==> config.mk <==
export PLATFORM = sky130hd
export DESIGN_NAME = exp_lane_array
export DESIGN_NICKNAME = d
export VERILOG_FILES = /design/src/rtl/exp_lane_array.sv
export SDC_FILE = /design/constraint.sdc
export NUM_CORES = 2
export LEC_CHECK = 0
export CORE_MARGIN = 2
export CORE_UTILIZATION = 60
export CTS_BUF_LIST = sky130_fd_sc_hd__clkbuf_4
export CTS_CLUSTER_SIZE = 12
export DETAILED_ROUTE_END_ITERATION = 10
export PLACE_DENSITY = 0.74
export SLEW_MARGIN = 20
export SYNTH_ARGS = -nofsm -noshare
export SYNTH_HDL_FRONTEND = slang
export SYNTH_SLANG_ARGS = --single-unit
export TNS_END_PERCENT = 10
==> constraint.sdc <==
create_clock -name clk -period 31.5 [get_ports clk]
set_input_delay 6.3 -clock clk [delete_from_list [all_inputs] [get_ports clk]]
set_output_delay 6.3 -clock clk [all_outputs]
set_load 0.05 [all_outputs]
==> src/rtl/exp_lane_array.sv <==
// exp_lane_array: multi-lane piecewise-linear exp(x) for softmax with valid/ready, lane masking and row sum.
// Optional EXP_SAT_STATUS_EN adds out_status with per-lane clamp flags.
module exp_lane_array #(
    parameter int LANES     = 4,
    parameter int SUM_WIDTH = 32
) (
    input  logic                  clk,
    input  logic                  reset,
    input  logic                  in_valid,
    output logic                  in_ready,
    input  logic [16*LANES-1:0]   in_data,
    input  logic [LANES-1:0]      in_mask,
    input  logic                  in_last,
    output logic                  out_valid,
    input  logic                  out_ready,
    output logic [16*LANES-1:0]   out_data,
    output logic                  out_last,
    output logic [SUM_WIDTH-1:0]  out_sum
`ifdef EXP_SAT_STATUS_EN
    ,
    output logic [2*LANES-1:0]    out_status
`endif
);
    localparam int LW = 16 + $clog2(LANES);
    localparam int F  = 48;
    typedef logic [128:0][15:0] rom_t;

    // Table built at elaboration: exp(-1/16) by Taylor series, then repeated products in Q.48
    function automatic rom_t make_base();
        logic [127:0] r, t, v;
        rom_t b;
        r = 128'd1 << F;
        t = r;
        for (int n = 1; n < 24; n++) begin
            t = t / 128'(16 * n);
            r = (n % 2 == 1) ? r - t : r + t;
        end
        v = 128'd1 << F;
        for (int k = 0; k <= 128; k++) begin
            b[k] = 16'((v + (128'd1 << (F - 16))) >> (F - 15));
            v = (v * r) >> F;
        end
        return b;
    endfunction

    localparam rom_t BASE = make_base();

    logic                 adv;
    logic                 v1, v2, l1, l2, prev_last;
    logic [6:0]           idx1  [LANES];
    logic [7:0]           frac1 [LANES];
    logic [7:0]           frac2 [LANES];
    logic [15:0]          b2    [LANES];
    logic [15:0]          s2    [LANES];
    logic [LANES-1:0]     z1, o1, z2, o2, pos, und;
    logic [14:0]          neg   [LANES];
    logic [15:0]          y     [LANES];
    logic [LW-1:0]        lane_sum;
    logic [SUM_WIDTH-1:0] base_acc, nxt_acc;
    logic [SUM_WIDTH:0]   sum_ext;
`ifdef EXP_SAT_STATUS_EN
    logic [2*LANES-1:0]   st1, st2;
`endif

    assign adv      = out_ready | ~out_valid;
    assign in_ready = adv;

    always_comb begin
        pos = '0;
        und = '0;
        for (int i = 0; i < LANES; i++) begin
            neg[i] = -in_data[16*i +: 15];
            pos[i] = ~in_data[16*i+15] & |in_data[16*i +: 15];
            und[i] = in_data[16*i +: 16] == 16'h8000;
        end
    end

    always_comb begin
        lane_sum = '0;
        for (int i = 0; i < LANES; i++) begin
            y[i] = z2[i] ? 16'd0 : o2[i] ? 16'h8000 :
                   b2[i] - 16'(({8'd0, s2[i]} * {16'd0, frac2[i]} + 24'd128) >> 8);
            lane_sum = lane_sum + LW'(y[i]);
        end
        base_acc = prev_last ? '0 : out_sum;
        sum_ext  = {1'b0, base_acc} + (SUM_WIDTH + 1)'(lane_sum);
        nxt_acc  = sum_ext[SUM_WIDTH] ? '1 : sum_ext[SUM_WIDTH-1:0];
    end

    always_ff @(posedge clk or posedge reset) begin
        if (reset) begin
            v1        <= 1'b0;
            v2        <= 1'b0;
            out_valid <= 1'b0;
            l1        <= 1'b0;
            l2        <= 1'b0;
            out_last  <= 1'b0;
            prev_last <= 1'b1;
            out_sum   <= '0;
            out_data  <= '0;
            z1        <= '0;
            o1        <= '0;
            z2        <= '0;
            o2        <= '0;
            for (int i = 0; i < LANES; i++) begin
                idx1[i]  <= '0;
                frac1[i] <= '0;
                frac2[i] <= '0;
                b2[i]    <= '0;
                s2[i]    <= '0;
            end
`ifdef EXP_SAT_STATUS_EN
            st1        <= '0;
            st2        <= '0;
            out_status <= '0;
`endif
        end else if (adv) begin
            v1        <= in_valid;
            v2        <= v1;
            out_valid <= v2;
            if (in_valid) begin
                l1 <= in_last;
                for (int i = 0; i < LANES; i++) begin
                    idx1[i]  <= neg[i][14:8];
                    frac1[i] <= neg[i][7:0];
                    z1[i]    <= ~in_mask[i] | und[i];
                    o1[i]    <= in_mask[i] & pos[i];
`ifdef EXP_SAT_STATUS_EN
                    st1[2*i]   <= in_mask[i] & pos[i];
                    st1[2*i+1] <= in_mask[i] & und[i];
`endif
                end
            end
            if (v1) begin
                l2 <= l1;
                z2 <= z1;
                o2 <= o1;
                for (int i = 0; i < LANES; i++) begin
                    b2[i]    <= BASE[8'(idx1[i])];
                    s2[i]    <= BASE[8'(idx1[i])] - BASE[8'(idx1[i]) + 8'd1];
                    frac2[i] <= frac1[i];
                end
`ifdef EXP_SAT_STATUS_EN
                st2 <= st1;
`endif
            end
            if (v2) begin
                out_last  <= l2;
                out_sum   <= nxt_acc;
                prev_last <= l2;
                for (int i = 0; i < LANES; i++)
                    out_data[16*i +: 16] <= y[i];
`ifdef EXP_SAT_STATUS_EN
                out_status <= st2;
`endif
            end
        end
    end
endmodule

* Yosys cells after proc, flatten, opt, wreduce, memory -nomap -nowiden
Memory sizes are Yosys's and may differ from the RTL's. Index checks and enable logic that the tools add are counted.
Storage, ports and cells: flip-flop bits (word level) 339, latch bits 0, RAM bits 0, ROM bits 24576, input port bits 73, output and inout port bits 99, logic and storage cells 128, memories kept 8
Operators by class: add/subtract/negate cells 24, multipliers 4, div/mod/pow operators 0, magnitude comparators 8, equal/unequal tests 4, shifts and indexed selects 0, muxes and demuxes 18, bitwise gates (word level) 22, reduce and logical (&&, ||, !) cells 7
Memories:
- (name not given) | words 256, width 16, read ports 1, clocked after Yosys merged registers in 0, wr ports 0, line 140 | s2[i] <= BASE[8'(idx1[i])] - BASE[8'(idx1[i]) + 8'd1];
- (name not given) | words 256, width 16, read ports 1, clocked after Yosys merged registers in 0, wr ports 0, line 140
- (name not given) | words 256, width 16, read ports 1, clocked after Yosys merged registers in 0, wr ports 0, line 140
- (name not given) | words 256, width 16, read ports 1, clocked after Yosys merged registers in 0, wr ports 0, line 140
- (name not given) | words 128, width 16, read ports 1, clocked after Yosys merged registers in 0, wr ports 0, line 140
- (name not given) | words 128, width 16, read ports 1, clocked after Yosys merged registers in 0, wr ports 0, line 140
- 2 more memories
Operators with widths (count):
- 16-bit 2-to-1 mux | 16
- 16-bit subtractor | 8
- 24-bit by 8-bit adder with 24-bit output, second input constant | 4
- 16-bit by 8-bit multiplier with 24-bit output | 4
- 16-bit equality test, second input constant | 4
- 32-bit 2-to-1 mux | 2
- 15-bit negation | 4
- 15-bit OR reduction | 4
- 7-bit by 9-bit less-than comparator with 1-bit output, second input constant | 4
- 8-bit by 9-bit less-than comparator with 1-bit output, second input constant | 4
- 32-bit by 18-bit adder with 33-bit output | 1
- 7-bit by 1-bit adder with 8-bit output, second input constant | 4
- 17-bit by 16-bit adder with 18-bit output | 1
- 18-bit by 16-bit adder with 18-bit output | 1
- 16-bit by 16-bit adder with 17-bit output | 1
- 1-bit inverter | 9
- 1-bit AND | 8
- 2-bit AND reduction | 3
- 1-bit OR | 5

* Depth between registers and ports, before layout
depth in word-level cells 10, depth in mapped cells 43, gate-level depth less buffers 42

* Worst setup path before layout
Ideal clock, no wire load.
path type input to output, start input out_ready, end output in_ready, data arrival time 7050 ps, data required time 25200 ps, path slack 18150 ps, cell stages on the path 2, path buffers 1, cell sequence nand2b_1 -> clkbuf_1
Between the ends: word-level cells in the longest chain between the ends 1
RTL lines:
- from (decl) | line 15 | input logic out_ready,
- 1-bit OR | line 65 | assign adv = out_ready | ~out_valid;
- to (decl) | line 10 | output logic in_ready,
Every way passes these cells.

* Worst setup path after layout
Ends and elaborated chain as after synthesis.

==> results.py <==
metrics = {
    "outcome": {
        "run_status": "finished clean",
    },
    "floorplan": {
        "die-height_um": 302,
        "rows": 109,
        "initial_core_utilization_pct": 60.4,
        "die_area_mm2": 0.0911,
        "ios": 172,
        "core_mm2": 0.0881,
        "die_boundary_width_um": 302,
    },
    "timing": {
        "setup_viol": 0,
        "final_hold_viol_count": 0,
        "hold-worst-slack_ps": 393,
        "final.min_clock_period_ps": 13960,
        "rsz0062_at_grt": "no",
        "max_clock_freq_ghz": 0.0716,
        "totalNegativeSetupSlack_ps": 0,
        "skew_ps": 121,
        "slew_headroom_pct": 25.7,
        "fin_crit_sh_pct": 44.3,
        "worst_pin_slew_ps": 1100,
        "final-max-slew-violation-count": 0,
    },
    "placement": {
        "io_buffer_count": 171,
        "dpl_cell_area_mm2": 0.0555,
        "dp_hpwl_um": 127000,
        "routabilityCongestion": 0.995,
    },
    "route": {
        "residual_drc": 0,
        "drtPass1Iterations": 7,
        "wl_per_cell_um": 21.2,
        "post_drt_via_cell_ratio": 6.32,
        "routed-via-count": 51614,
        "first_iter_violations": 5916,
        "antenna_violating_nets_post_route": 0,
        "route.final.wire_length_um": 173000,
    },
    "yosys": {
        "synth_top_family_by_area": "adder cells",
        "postSynthCellCount": 7013,
        "syn-num-nets": 7971,
        "yosys-mux-area-fraction_pct": 2.27,
        "number_of_synthesized_register_bits": 339,
        "synth_cell_type_count": 91,
        "synth_xor_area_share_pct": 4.39,
        "synth.yosys.seq_area_share_pct": 15.9,
        "yosys_warnings": 0,
        "post_synth_and_or_nand_nor_area_fraction_pct": 21.7,
        "synth_compound_area_share_pct": 21.6,
        "synth-adder-area-share_pct": 26.3,
        "number_of_enable_flip_flop_cells_after_synthesis": 0,
        "dominantRegCellSynth": "sky130_fd_sc_hd__dfrtp_1",
        "syn_avg_cell_area_um2": 7.59,
        "synth_async_sr_flop_share_pct": 100,
        "syn-cell-area_mm2": 0.0532,
    },
    "critical_path": {
        "critical_path.endpoint_type": "output pin",
        "timing.critical_path.slowest_cell_delay_ps": 800,
        "worst-setup-path-type": "in2out",
        "worst_path_max_delay_cell": "sky130_fd_sc_hd__clkdlybuf4s50_1",
        "crit_path_buffers_inverters": 2,
        "critical_path.top_delay_family": "buffers and inverters",
        "worst_setup_endpoint": "in_ready",
        "path_max_fanout": 2,
        "cp.depth": 3,
        "crit_path_cell_trace": "clkdlybuf4s50_1, nand2b_1, clkdlybuf4s50_1",
        "worstReg2RegStart": "frac2[11]$_DFFE_PP0P_",
        "worst-r2r-setup-slack_ps": 20230,
        "critPathLaunchType": "input pin",
        "r2r.worst_path.cells": 40,
        "required_ps": 25200,
        "worstSetupStartpoint": "out_ready",
        "cp_data_arrival_time_ps": 7660,
        "crit_path_frequent_cell": "sky130_fd_sc_hd__clkdlybuf4s50_1",
        "rr_endpoint": "out_sum[29]$_DFFE_PP0P_",
    },
    "grt": {
        "grt.total_usage_pct": 37.7,
        "grt_first_pass_wirelength_um": 273000,
        "global_route.overflow_total": 0,
        "grt_antenna_before_repair": 2,
        "grt_max_degree": 152,
        "vias_in_the_first_global_route": 48686,
    },
    "clock_network": {
        "post_cts_buffers": 0,
        "cts_buffers": 99,
        "clk_path_buf_depth": 3,
        "cts.root.buffer_cell": "sky130_fd_sc_hd__clkbuf_4",
        "post_cts.resized_instances": 0,
        "clk_latency_ps": 1030,
        "tritoncts": "yes",
        "clk_pin_slew_ps": 70,
        "cts.sink_count": 339,
        "ctsHtreeMaxLevel": 3,
        "cts-hold-fix-buffers": 0,
    },
    "job": {
        "timing.max_cap.violations": 0,
    },
    "worst_hold_path": {
        "worstHoldPathType": "reg2reg",
    },
    "finish": {
        "areaGrowthSynthToFinish_pct": 6.74,
        "final_core_util_pct": 64.5,
        "summed_area_of_non_filler_cells_in_the_final_layout_mm2": 0.0568,
        "final_nets": 7876,
        "final_layout_size_suffix_gt1_share_pct": 5.76,
    },
}
cells in the final DEF, fill, tap and decap left out, types with 25 or more instances in the layout:
cell / netlist / final
sky130_fd_sc_hd__clkinv_1: 11 / 37
sky130_fd_sc_hd__or3_1: 28 / 28
sky130_fd_sc_hd__a21oi_1: 468 / 468
sky130_fd_sc_hd__o21ai_0: 473 / 473
sky130_fd_sc_hd__nor2b_1: 55 / 55
sky130_fd_sc_hd__nand2_1: 1043 / 1040
sky130_fd_sc_hd__ha_1: 494 / 492
sky130_fd_sc_hd__clkdlybuf4s50_1: 0 / 171
sky130_fd_sc_hd__o21a_1: 31 / 31
sky130_fd_sc_hd__xnor2_1: 144 / 127
sky130_fd_sc_hd__clkbuf_4: 0 / 138
sky130_fd_sc_hd__nor2_1: 551 / 551
sky130_fd_sc_hd__mux2_2: 52 / 52
sky130_fd_sc_hd__a311oi_1: 41 / 41
sky130_fd_sc_hd__o31ai_1: 60 / 60
sky130_fd_sc_hd__a31oi_1: 73 / 73
sky130_fd_sc_hd__o21ai_1: 47 / 47
sky130_fd_sc_hd__xor2_1: 119 / 117
sky130_fd_sc_hd__a211oi_1: 112 / 112
sky130_fd_sc_hd__nand2b_1: 43 / 43
sky130_fd_sc_hd__inv_1: 616 / 615
sky130_fd_sc_hd__fa_1: 391 / 391
sky130_fd_sc_hd__dfrtp_1: 338 / 330
sky130_fd_sc_hd__and3_1: 42 / 42
sky130_fd_sc_hd__o221ai_1: 25 / 25
sky130_fd_sc_hd__o311ai_0: 51 / 51
sky130_fd_sc_hd__buf_4: 0 / 94
sky130_fd_sc_hd__a21o_1: 58 / 58
sky130_fd_sc_hd__nor3_1: 170 / 170
sky130_fd_sc_hd__mux2i_1: 26 / 26
sky130_fd_sc_hd__and2_1: 377 / 375
sky130_fd_sc_hd__o211ai_1: 104 / 104
sky130_fd_sc_hd__nand3_1: 112 / 112
sky130_fd_sc_hd__o22ai_1: 31 / 31
per-stage QoR:
stage               std cells  worst slack [ps]
floorplan                7013             15810
global placement         7982             17510
detailed placement       7982             17540
CTS                      8164             17530
global route             8166             17480
finish                   8166             17540
cell type report:
cell class	count	area (um^2)
Antenna cell	2	5.00
Clock inverter	44	236
Timing Repair Buffer	267	2450
Clock buffer	138	1040
Tap cell	1165	1460
Multi-Input combinational cell	5575	40700
Sequential cell	339	8490
Fill cell	7969	31300
Inverter	636	2390
Yosys cell counts (25+ instances only):
cell,count,share of area [%]
sky130_fd_sc_hd__nand2_1,1043,7.4
sky130_fd_sc_hd__nand3_1,112,1.1
sky130_fd_sc_hd__o31ai_1,60,0.85
sky130_fd_sc_hd__and2_1,377,4.4
sky130_fd_sc_hd__o21ai_1,47,0.44
sky130_fd_sc_hd__ha_1,494,12
sky130_fd_sc_hd__o21a_1,31,0.44
sky130_fd_sc_hd__dfrtp_1,338,16
sky130_fd_sc_hd__nor2b_1,55,0.65
sky130_fd_sc_hd__or3_1,28,0.33
sky130_fd_sc_hd__nor2_1,551,3.9
sky130_fd_sc_hd__o221ai_1,25,0.41
sky130_fd_sc_hd__o22ai_1,31,0.36
sky130_fd_sc_hd__a311oi_1,41,0.67
sky130_fd_sc_hd__clkbuf_1,346,2.4
sky130_fd_sc_hd__a21oi_1,468,4.4
sky130_fd_sc_hd__a31oi_1,73,0.86
sky130_fd_sc_hd__fa_1,391,15
sky130_fd_sc_hd__o311ai_0,51,0.84
sky130_fd_sc_hd__buf_1,66,0.47
sky130_fd_sc_hd__xor2_1,119,2.0
sky130_fd_sc_hd__and3_1,42,0.49
sky130_fd_sc_hd__xnor2_1,144,2.4
sky130_fd_sc_hd__mux2_2,52,1.1
sky130_fd_sc_hd__nand2b_1,43,0.51
sky130_fd_sc_hd__inv_1,616,4.3
sky130_fd_sc_hd__o211ai_1,104,1.5
sky130_fd_sc_hd__nor3_1,170,1.6
sky130_fd_sc_hd__buf_2,50,0.47
sky130_fd_sc_hd__a21o_1,58,0.82
sky130_fd_sc_hd__o21ai_0,473,4.4
sky130_fd_sc_hd__mux2i_1,26,0.49
sky130_fd_sc_hd__a211oi_1,112,1.6
routing by layer:
layer	up-vias	wire length [um]	GRT usage [%]
met5	-	0	0
met4	0	7600	16.3
met3	425	16400	7.05
met2	2494	77800	59.2
met1	24788	71100	51.1
li1	23907	-	-
sequential cells by signal, indices dropped and copies added (netlist names):
register / cells
out_sum: 32
out_last: 1
l1: 1
frac1: 32
frac2: 32
v1: 1
s2: 64
l2: 1
z2: 4
v2: 1
prev_last: 1
out_data: 64
o2: 4
z1: 4
out_valid: 1
idx1: 28
b2: 64
o1: 4
cell families after synthesis:
group,count (synthesis)
and+or+nand+nor,2523
AOI/OAI and AO/OA,1808
buffers and inverters,1099
adders and majority gates,885
DFF,339
xor gates and xnor gates,265
muxes,94
worst min path at each step:
stage,from,end,slack (ps),cells past startpoint
after floorplan,frac1[17]$_DFFE_PP0P_,frac2[17]$_DFFE_PP0P_,430,2
after global placement,frac1[0]$_DFFE_PP0P_,frac2[0]$_DFFE_PP0P_,450,2
after detailed placement,frac1[23]$_DFFE_PP0P_,frac2[23]$_DFFE_PP0P_,450,2
after CTS,frac1[21]$_DFFE_PP0P_,frac2[21]$_DFFE_PP0P_,400,2
after global routing,frac1[21]$_DFFE_PP0P_,frac2[21]$_DFFE_PP0P_,430,2
final,frac1[21]$_DFFE_PP0P_,frac2[21]$_DFFE_PP0P_,390,2
worst register-to-register path: cells and delay by family, from the launching register on:
family,cells,cell delay [ps]
buffers and inverters,6,760
adder cells (fa/ha/maj),10,4410
AND/OR/NAND/NOR,5,920
AO/OA/AOI/OAI,17,4230
XOR/XNOR,2,290
flip-flops,1,590
Power is left out: the tool's default activity adds up to more than one toggle a clock period on the data nets, which glitch-free logic cannot reach.
